`src/rtl/game_pkg.sv`:
```
// Shared types for the game state unit: game/scan state encodings and default tile width.
package game_pkg;

  localparam int POS_W_DEF = 8;

  // G_PLAY: hits cost a life | G_INVULN: post-hit grace frames | G_OVER: no lives left
  typedef enum logic [1:0] {G_PLAY, G_INVULN, G_OVER} game_state_t;

  // S_IDLE: waiting for frame_start | S_SCAN: one segment per cycle | S_RESOLVE: publish results
  typedef enum logic [1:0] {S_IDLE, S_SCAN, S_RESOLVE} scan_state_t;

endpackage

```
`src/rtl/pos_match.sv`:
```
// Combinational per-segment comparator against the player and sword tiles.
module pos_match
  import game_pkg::*;
#(
  parameter int POS_W = POS_W_DEF
) (
  input  logic [POS_W-1:0] seg_pos,
  input  logic             seg_valid,
  input  logic [POS_W-1:0] player_pos,
  input  logic [POS_W-1:0] sword_pos,
  input  logic             sword_active,
  output logic             player_match,
  output logic             sword_match
);

  assign player_match = seg_valid && (seg_pos == player_pos);
  assign sword_match  = seg_valid && sword_active && (seg_pos == sword_pos);

endmodule

```
`src/rtl/game_state_unit.sv`:
```
// Per-frame collision scan of the dragon segments plus lives/invulnerability bookkeeping.
// One shared comparator walks the snapshot; results are published together at RESOLVE.
module game_state_unit
  import game_pkg::*;
#(
  parameter int NUM_SEGMENTS  = 7,
  parameter int POS_W         = POS_W_DEF,
  parameter int LIVES_W       = 2,
  parameter int START_LIVES   = 3,
  parameter int INVULN_FRAMES = 60
) (
  input  logic                          clk,
  input  logic                          rst_n,
  input  logic                          frame_start,
  input  logic                          restart,
  input  logic [POS_W-1:0]              player_pos,
  input  logic [POS_W-1:0]              sword_pos,
  input  logic                          sword_active,
  input  logic [NUM_SEGMENTS*POS_W-1:0] seg_pos,
  input  logic [NUM_SEGMENTS-1:0]       seg_valid,
  output logic [LIVES_W-1:0]            lives,
  output logic                          collision,
  output logic                          player_hit,
  output logic [NUM_SEGMENTS-1:0]       seg_hit,
  output logic                          game_over,
  output logic                          invulnerable,
  output logic                          scan_busy
);

  localparam int IDX_W = (NUM_SEGMENTS > 1) ? $clog2(NUM_SEGMENTS) : 1;
  localparam int CNT_W = $clog2(INVULN_FRAMES + 1);

  scan_state_t scan_state, scan_next;
  game_state_t game_state, game_next;

  logic [IDX_W-1:0]              idx;
  logic [POS_W-1:0]              snap_player, snap_sword;
  logic                          snap_active;
  logic [NUM_SEGMENTS*POS_W-1:0] snap_seg;
  logic [NUM_SEGMENTS-1:0]       snap_valid;
  logic                          acc_player;
  logic [NUM_SEGMENTS-1:0]       acc_sword;
  logic [CNT_W-1:0]              frame_cnt, cnt_next;
  logic [LIVES_W-1:0]            lives_next;
  logic                          hit_next;
  logic                          accept, resolve;
  logic                          player_match, sword_match;
  logic [POS_W-1:0]              cur_seg;

  assign accept  = (scan_state == S_IDLE) && frame_start && !restart;
  assign resolve = (scan_state == S_RESOLVE);
  assign cur_seg = snap_seg[int'(idx)*POS_W +: POS_W];

  pos_match #(.POS_W(POS_W)) u_pos_match (
    .seg_pos      (cur_seg),
    .seg_valid    (snap_valid[idx]),
    .player_pos   (snap_player),
    .sword_pos    (snap_sword),
    .sword_active (snap_active),
    .player_match (player_match),
    .sword_match  (sword_match)
  );

  always_comb begin
    scan_next = scan_state;
    case (scan_state)
      S_IDLE:    if (frame_start) scan_next = S_SCAN;
      S_SCAN:    if (idx == IDX_W'(NUM_SEGMENTS - 1)) scan_next = S_RESOLVE;
      S_RESOLVE: scan_next = S_IDLE;
      default:   scan_next = S_IDLE;
    endcase
    if (restart) scan_next = S_IDLE;
  end

  always_comb begin
    game_next  = game_state;
    lives_next = lives;
    cnt_next   = frame_cnt;
    hit_next   = 1'b0;
    case (game_state)
      G_PLAY: begin
        if (resolve && acc_player) begin
          hit_next   = 1'b1;
          lives_next = (lives != '0) ? lives - LIVES_W'(1) : '0;
          if (lives <= LIVES_W'(1)) begin
            game_next = G_OVER;
          end else begin
            game_next = G_INVULN;
            cnt_next  = CNT_W'(INVULN_FRAMES);
          end
        end
      end
      G_INVULN: begin
        if (accept && frame_cnt != '0) begin
          cnt_next = frame_cnt - CNT_W'(1);
          if (frame_cnt == CNT_W'(1)) game_next = G_PLAY;
        end
      end
      G_OVER:  lives_next = '0;
      default: game_next = G_PLAY;
    endcase
    if (restart) begin
      game_next  = G_PLAY;
      lives_next = LIVES_W'(START_LIVES);
      cnt_next   = '0;
      hit_next   = 1'b0;
    end
  end

  always_ff @(posedge clk) begin
    if (!rst_n) begin
      scan_state <= S_IDLE;
      game_state <= G_PLAY;
      lives      <= LIVES_W'(START_LIVES);
      frame_cnt  <= '0;
      player_hit <= 1'b0;
    end else begin
      scan_state <= scan_next;
      game_state <= game_next;
      lives      <= lives_next;
      frame_cnt  <= cnt_next;
      player_hit <= hit_next;
    end
  end

  always_ff @(posedge clk) begin
    if (!rst_n || restart) begin
      idx         <= '0;
      acc_player  <= 1'b0;
      acc_sword   <= '0;
      collision   <= 1'b0;
      seg_hit     <= '0;
      snap_player <= '0;
      snap_sword  <= '0;
      snap_active <= 1'b0;
      snap_seg    <= '0;
      snap_valid  <= '0;
    end else if (accept) begin
      idx         <= '0;
      acc_player  <= 1'b0;
      acc_sword   <= '0;
      snap_player <= player_pos;
      snap_sword  <= sword_pos;
      snap_active <= sword_active;
      snap_seg    <= seg_pos;
      snap_valid  <= seg_valid;
    end else if (scan_state == S_SCAN) begin
      acc_player     <= acc_player | player_match;
      acc_sword[idx] <= sword_match;
      idx            <= idx + IDX_W'(1);
    end else if (resolve) begin
      collision <= acc_player;
      seg_hit   <= acc_sword;
    end
  end

  assign scan_busy    = (scan_state != S_IDLE);
  assign game_over    = (game_state == G_OVER);
  assign invulnerable = (game_state == G_INVULN);

endmodule
```
`config.mk`:
```
export PLATFORM = sky130hd
export DESIGN_NAME = game_state_unit
export DESIGN_NICKNAME = d
export VERILOG_FILES = /design/src/rtl/game_pkg.sv /design/src/rtl/pos_match.sv /design/src/rtl/game_state_unit.sv
export SDC_FILE = /design/constraint.sdc
export NUM_CORES = 1
export LEC_CHECK = 0
export BUFFER_PORTS_ARGS = -buffer_cell sky130_fd_sc_hd__buf_2
export CORE_ASPECT_RATIO = 0.75
export CORE_MARGIN = 5
export CORE_UTILIZATION = 49
export CTS_BUF_LIST = sky130_fd_sc_hd__clkbuf_8 sky130_fd_sc_hd__clkbuf_16
export CTS_CLUSTER_DIAMETER = 100
export DETAILED_ROUTE_END_ITERATION = 8
export HOLD_SLACK_MARGIN = 0.15
export PLACE_DENSITY = 0.73
export SLEW_MARGIN = 20
export SYNTH_ARGS = -nofsm -noshare
export SYNTH_HDL_FRONTEND = slang
export SYNTH_SLANG_ARGS = --single-unit
```
`constraint.sdc`:
```
create_clock -name clk -period 2.4 [get_ports clk]
set_input_delay 0.48 -clock clk [delete_from_list [all_inputs] [get_ports clk]]
set_output_delay 0.48 -clock clk [all_outputs]
set_load 0.02 [all_outputs]
```
; ---- Word level (Yosys, flattened, before mapping)
; Cells that the tools add are included.
[op_classes]
addsub = 3
n_lt_le_gt_ge = 3
n_eq_ne = 14
shift = 1
n_mux = 21
n_bitwise = 6
reduce_logical = 26
[ops]
columns = operator, count
row1 = $shiftx 56x7->8, 1
row2 = $mux 6, 3
row3 = $eq 8x8->1, 2
row4 = $mux 2, 8
row5 = $pmux 6 s2, 1
row6 = $logic_and 1x1->1, 8
row7 = $ne 2x2->1 const B, 4
row8 = $pmux 2 s2, 2
row9 = $reduce_and 4->1, 2
row10 = $reduce_bool 2->1, 4
row11 = $bwmux 7, 1
row12 = $eq 6x1->1 const B, 1
row13 = $pmux 2 s3, 1
row14 = $reduce_bool 6->1, 1
row15 = $sub 6x1->6 const B, 1
row16 = $not 1->1, 5
row17 = $eq 2x1->1 const B, 2
row18 = $eq 2x2->1 const B, 2
row19 = $logic_not 2->1, 2
row20 = $lt 3x4->1 const B, 1
row21 = $ne 2x1->1 const B, 2
row22 = $reduce_and 2->1, 2
row23 = $reduce_or 2->1, 2
row24 = $add 3x1->3 const B, 1
row25 = other kinds (12), 15
[word_totals]
reg_bits = 112
output_inout_bits = 14
elab_cells = 89

; ---- Depth between registers and ports, before layout
; Gate-level depths: netlist (run 1).
[depth]
depth_word = 6
mapped_depth = 9
depth_no_buf = 7

; ---- Hierarchy
; A second synthesis (run 1) with hierarchy kept.
[hier_totals]
hier_cells = 603
area_unflattened_um2 = 4848.4
[by_module_without_submodules]
columns = module, instances, cells_each, area_per_inst_um2
row1 = game_state_unit, 1, 579, 4657.0
row2 = pos_match, 1, 24, 191.4

; ---- Worst setup path after synthesis (run 1)
; No wires, ideal clock.
[synth_timing]
path_type = input port to flip-flop
start = input port frame_start
end = register frame_cnt[5]
setup_ns = 0.070
arrival_ns = 2.416
required_time_ns = 2.330
slack_ns = -0.087
stages = 7
path_cell_list = or3b_1 buf_2 a2111o_1 or4_4 or3_1 a211o_1 a21oi_1
[synth_between]
elab_chain_cells = 5
[synth_lines]
columns = item, line
row1 = "start, declared", game_state_unit.sv:14  ; input logic frame_start,
row2 = $logic_and 1x1->1 (2 in a row), game_state_unit.sv:50  ; assign accept = (scan_state == S_IDLE) && frame_start && !restart;
row3 = $logic_and 1x1->1, game_state_unit.sv:94  ; if (accept && frame_cnt != '0) begin
row4 = $ne 2x1->1 (no line), --
row5 = $reduce_and 4->1 (no line), --
row6 = "end signal, assigned", game_state_unit.sv:121  ; frame_cnt <= cnt_next;
row7 = "end, declared", game_state_unit.sv:43  ; logic [CNT_W-1:0] frame_cnt, cnt_next;
; No other way between the ends.
; A chain may end at the register's enable or synchronous reset.

; ---- Worst setup path in the final report (run 1)
[layout_timing]
start = register scan_state[0]
end = register frame_cnt[5]
[layout_between]
elab_chain_cells = 6
[layout_lines]
columns = item, line
row1 = "start, declared", game_state_unit.sv:33  ; scan_state_t scan_state, scan_next;
row2 = "start signal, assigned", game_state_unit.sv:118  ; scan_state <= scan_next;
row3 = $logic_not 2->1, game_state_unit.sv:50
row4 = $logic_and 1x1->1 (2 in a row), game_state_unit.sv:50
row5 = $logic_and 1x1->1, game_state_unit.sv:94
row6 = $ne 2x1->1 (no line), --
row7 = $reduce_and 4->1 (no line) *, --
; Mark *: on every way between the ends. The rest lies on a longest branch, timed or not.

==> metrics.yaml, run 1 <==
drt-initial-drc-count: 352
hpwl_mm: 8.74
pin_count: 98
syn-cell-area_um2: 4810
nets: 780
fin_skew_ns: 0.00525
cts_root_buffer: "clkbuf_16"
hold_violations: 0
critPathMaxFanout: 3
grt_pass1_wl_mm: 19.9
cts_buffer_depth: 2
antenna_found_initial: 0
drive_above_1_share_pct: 22.7
multi_input_area_um2: 2420
final_cell_mix: "185 x nand2_1, 110 x dfxtp_1, 97 x a21oi_1, 97 x buf_2, 21 x buf_4"
die_y_um: 95.8
syn_to_final_growth_pct: 21.7
critPathKind: "register to register"
viasPerCell: 5.29
seq_area_um2: 2240
worstPathArrival_ns: 2.67
synthTopCellsByArea: "dfxtp_1 47%, nand2_1 14%, a21oi_1 10%, mux2i_1 4.2%, clkbuf_1 2.5%"
min_period_ns: 2.39
relSlewSlack_pct: 46.7
fp.coreArea_um2: 9620
grt_max_degree: 103
dp_cells: 810
io_buffers: 97
place_area_um2: 5500
synth_top_cell_area_share_pct: 46.6
postCtsHoldBufs: 0
htree_levels: 3
fin_setup_tns_ns: 0
cts_tree: "done"
yosysWarningCount: 0
p_leak_nw: 2.26
vias: 4383
finalWirelength_mm: 12.6
synthFlopType: "dfxtp_1"
globalRouteOverflowTotal: 0
clk_latency_ns: 0.34
diodes: 0
layout_commonest_cell: "nand2_1"
finalSetupViolations: 0
place_congestion: 0.819
wl_per_cell_um: 15.2
start_kind: "register"
path_clk_slew_ns: 0.07
ys_ff_latch: 112
numCtsBuffers: 9
ir_worst_vdd_v: 0.000407
max_freq_ghz: 0.418
drtPass1Iterations: 5
status: "finished clean"
rsz0062_at_grt: "true"
worst_slew_pin_slew_ns: 0.799
yosysUniqueCellTypes: 40
synthArstFlopShare_pct: 0
yosysTopAreaCell: "dfxtp_1"
crit_required_ns: 2.68
power_density_nw_per_um2: 641
fp.dieArea_um2: 11900
syn-num-nets: 689
seq_area_frac_synth_pct: 46.6
synthCells: 601
drc_errors: 0
synth_edf_count: 0
grt_pass1_vias: 4240
initial_utilization_pct: 50.0
syn-mean-instance-area_um2: 8.00
post-route-util_pct: 60.9
crit_path_end_kind: "register"
rows: 31
cap_violations: 0
hold_class: "primary input to register"
final_cell_count_no_fill: 829
die_x_um: 124
slew_viol_final: 0
cts_sinks: 112
track_usage_pct: 20.5
fill_cells: 876
design_area_um2: 5860
ant_nets: 0
fin_crit_sh_pct: 99.6
==> power by group <==
| part | internal [mW] | switching, mW |
|---|---|---|
| sequential | 1.90 | 0.0265 |
| combinational | 0.134 | 0.195 |
| clock | 0.844 | 0.650 |
==> logic make-up after synthesis <==
logic type | Yosys count | synth area share [%]
AOI/OAI and AO/OA | 138 | 16.2
xor gates and xnor gates | 16 | 2.91
adders and majority gates | 4 | 1.04
buffers and inverters | 47 | 3.85
DFF | 112 | 46.6
muxes | 28 | 6.74
and+or+nand+nor | 256 | 22.7
==> through the flow <==
| stage | power [mW] | hold slack (ns) | worst slack (ns) |
|---|---|---|---|
| floorplan | 2.15 | 0.432 | -0.0867 |
| global placement | 2.28 | 0.439 | -0.168 |
| detailed placement | 2.29 | 0.444 | -0.183 |
| CTS | 3.77 | 0.360 | 0.0378 |
| global route | 3.88 | 0.362 | -0.0350 |
| finish | 3.75 | 0.367 | 0.00959 |
==> state kept, by name, indices dropped and copies added (netlist names) <==
signal       count
snap_seg        56
snap_player      8
snap_sword       8
acc_sword        7
seg_hit          7
snap_valid       7
frame_cnt        6
idx              3
game_state       2
lives            2
scan_state       2
acc_player       1
collision        1
player_hit       1
snap_active      1
==> critical path: stages (launching register included) <==
cell	delay (ns)
dfxtp_2	0.33
or3b_4	0.40
a2111o_1	0.42
or4_4	0.43
or3_4	0.34
a211o_1	0.29
a21oi_1	0.11
==> layout make-up <==
cell class / instances / area share [%]
Timing Repair Buffer: 122 / 12.0
Clock inverter: 2 / 0.171
Clock buffer: 14 / 5.02
Multi-Input combinational cell: 442 / 41.3
Tap cell: 132 / 2.82
Inverter: 5 / 0.320
Sequential cell: 112 / 38.3
==> path summary, 6_finish.rpt <==
check / slack, ns / startpoint / cells after the start / to
min reg2reg: 0.45 / seg_hit[3] / 2 / seg_hit[3]
max reg2reg: 0.01 / scan_state[0] / 6 / frame_cnt[5]
min: 0.37 / seg_pos[17] / 3 / snap_seg[17]
max: 0.01 / scan_state[0] / 6 / frame_cnt[5]
==> Yosys cell counts, types with 3 or more instances <==
cell      count
nand2_1     185
dfxtp_1     112
a21oi_1      97
clkbuf_1     32
mux2i_1      20
nor2_1       15
nand3_1      14
xor2_1       13
o21ai_0      12
nor3_1        8
buf_2         7
o31ai_1       7
nand2b_1      6
nand3b_1      6
nand4_1       6
nor2b_1       6
inv_1         5
mux2_2        5
a211o_1       4
ha_1          4
a221oi_1      3
buf_1         3
mux4_2        3
or3_1         3
xnor2_1       3
==> what timing repair did <==
item,4_1_cts,5_1_grt
setup endpoints to repair,1,8
gates resized for setup,0,9
setup buffers,1,2
pin swaps,0,2
==> per-layer routing <==
metal  up-vias  global-route usage [%]  wire length, um
met3        14                    5.21              766
met5         -                       0                0
met1      2014                    28.7             6070
li1       2219                       -                -
met4         0                    5.20              137
met2       136                    31.7             5590
No activity file was read; power rests on OpenSTA's default activity.
==> run 2, diff against run 1 <==
--- a/config.mk
+++ b/config.mk
@@ -7,7 +7,7 @@
 export LEC_CHECK = 0
 export BUFFER_PORTS_ARGS = -buffer_cell sky130_fd_sc_hd__buf_2
 export CORE_ASPECT_RATIO = 0.75
-export CORE_MARGIN = 5
+export CORE_MARGIN = 3
 export CORE_UTILIZATION = 49
 export CTS_BUF_LIST = sky130_fd_sc_hd__clkbuf_8 sky130_fd_sc_hd__clkbuf_16
 export CTS_CLUSTER_DIAMETER = 100
==> run 2 against run 1 <==
Net effect: critical path depth rose by 1; register-to-register slack improved by 0.09 ns; total power fell by 1.1%; sequential share of layout area fell by 0.060 points; combinational power barely moved; non-clock buffer count rose by 1; cell count fell by 0.36%; largest cell class unchanged.
==> metrics.yaml, run 2 (synthesis results as in run 1) <==
holdWs_ns: 0.363  # -0.00318 ns
fp.coreArea_um2: 9310  # -3.2%
hold_class: "primary input to register"
finalWirelength_mm: 12.3  # -1.8%
clk_latency_ns: 0.35  # about the same
hold_violations: 0  # unchanged
viasPerCell: 5.27  # -0.26%
reg_top3: "snap_seg: 56 flops, snap_player: 8 flops, snap_sword: 8 flops"
dp_cells: 806  # -0.49%
finalSetupViolations: 0  # unchanged
globalRouteOverflowTotal: 0  # unchanged
min_period_ns: 2.30  # -0.0861 ns
relSlewSlack_pct: 47.0  # +0.30 points
antenna_found_initial: 0  # unchanged
wl_per_cell_um: 14.9  # -1.4%
rows: 30  # -3.2%
place_congestion: 0.832  # +1.6%
drtPass1Iterations: 5  # unchanged
cts_root_buffer: "clkbuf_16"
drt-initial-drc-count: 329  # -6.5%
htree_levels: 3  # unchanged
largest_register_ff_count: 56  # unchanged
final_cell_mix: "185 x nand2_1, 109 x dfxtp_1, 97 x a21oi_1, 97 x buf_2, 23 x buf_4"
fp.dieArea_um2: 11100  # -7.3%
die_y_um: 91.8  # -4.2%
p_leak_nw: 2.26  # about the same
post-route-util_pct: 63.1  # +2.2 points
fill_cells: 868  # -0.91%
drc_errors: 0  # unchanged
track_usage_pct: 22.8  # +2.4 points
path_clk_slew_ns: 0.07  # about the same
slew_viol_final: 0  # unchanged
initial_utilization_pct: 51.7  # +1.7 points
fin_skew_ns: 0.00754  # +0.00229 ns
layout_commonest_cell: "nand2_1"
worstPathArrival_ns: 2.58  # -0.09 ns
fin_crit_sh_pct: 96.0  # -3.6 points
final_cell_count_no_fill: 826  # -0.36%
start_kind: "register"
crit_path_end_kind: "register"
grt_pass1_vias: 4195  # -1.1%
cts_tree: "done"
cap_violations: 0  # unchanged
place_area_um2: 5490  # about the same
ir_worst_vdd_v: 0.000360  # -11%
drive_above_1_share_pct: 22.9  # +0.25 points
grt_max_degree: 84  # -18%
design_area_um2: 5870  # +0.21%
critPathKind: "register to register"
diodes: 0  # unchanged
cts_buffer_depth: 2  # unchanged
rsz0062_at_grt: "false"
max_freq_ghz: 0.434  # +3.7%
status: "finished clean"
numCtsBuffers: 9  # unchanged
seq_area_um2: 2250  # about the same
io_buffers: 97  # unchanged
ant_nets: 0  # unchanged
pin_count: 98  # unchanged
hpwl_mm: 8.84  # +1.1%
top_register: "snap_seg"
multi_input_area_um2: 2430  # +0.31%
vias: 4356  # -0.62%
critPathMaxFanout: 5  # +2
nets: 781  # +0.13%
worst_slack_ns: 0.0957  # +0.0861 ns
cts_sinks: 112  # unchanged
grt_pass1_wl_mm: 20.2  # +1.8%
power_density_nw_per_um2: 632  # -1.3%
crit_required_ns: 2.68  # about the same
die_x_um: 120  # -3.2%
pre_cts_slack_ns: -0.245  # -0.0621 ns
syn_to_final_growth_pct: 22.0
worst_slew_pin_slew_ns: 0.794  # -0.00454 ns
==> run 2: cell count changes in the layout (fill, tap and decap cells not counted), sizes merged <==
cell      before  now
clkbuf        14   13
clkinvlp       0    1
inv            5    6
==> run 2: where the power goes <==
| group | internal [mW] | switching [mW] |
|---|---|---|
| Combinational | 0.135 | 0.195 |
| Clock | 0.790 | 0.663 |
| Sequential | 1.90 | 0.0261 |
==> run 2: path summary, 6_finish.rpt <==
| check | start | to | slack [ns] | cells past startpoint |
|---|---|---|---|---|
| setup reg to reg | frame_cnt[0] | frame_cnt[5] | 0.1 | 7 |
| hold reg to reg | seg_hit[6] | seg_hit[6] | 0.45 | 2 |
| hold / removal | seg_pos[39] | snap_seg[39] | 0.36 | 3 |
| setup / recovery | frame_cnt[0] | frame_cnt[5] | 0.1 | 7 |
==> run 2: through the flow <==
stage               TNS, ns  power (mW)
global placement     -0.162        2.28
global route              0        3.85
detailed placement   -0.267        2.29
CTS                       0        3.73
finish                    0        3.71
floorplan           -0.0867        2.15
==> run 2: final cells by class <==
type                       count  area share, %
clock buffer                  12           4.54
clock inverter                 4          0.490
inverter                       5          0.320
multi-input combinational    442           41.3
sequential                   112           38.3
tap                          128           2.73
timing repair buffer         123           12.3
==> run 2: metal layers <==
metal,up-vias,global-route usage [%],part of all wire (%)
li1,2219,-,-
met4,0,6.23,1.0
met5,-,0,0
met2,131,35.1,45
met1,1997,32.7,48
met3,9,4.62,6.7
==> run 2: timing repair <==
action | in CTS | in global routing
resized for setup | 3 | 9
setup buffers | 3 | 0
cloned | 0 | 1
pin swaps | 3 | 2
hold buffers | 0 | 0
setup endpoints to repair | 7 | 9
==> run 2: worst max-delay path, stage by stage, from the launching register on <==
cell and delay (ns):
dfxtp_2 0.37, inv_1 0.06, ha_1 0.24, a2111o_1 0.41, or4_4 0.44, or3_4 0.34
a211o_1 0.26, a21oi_1 0.11
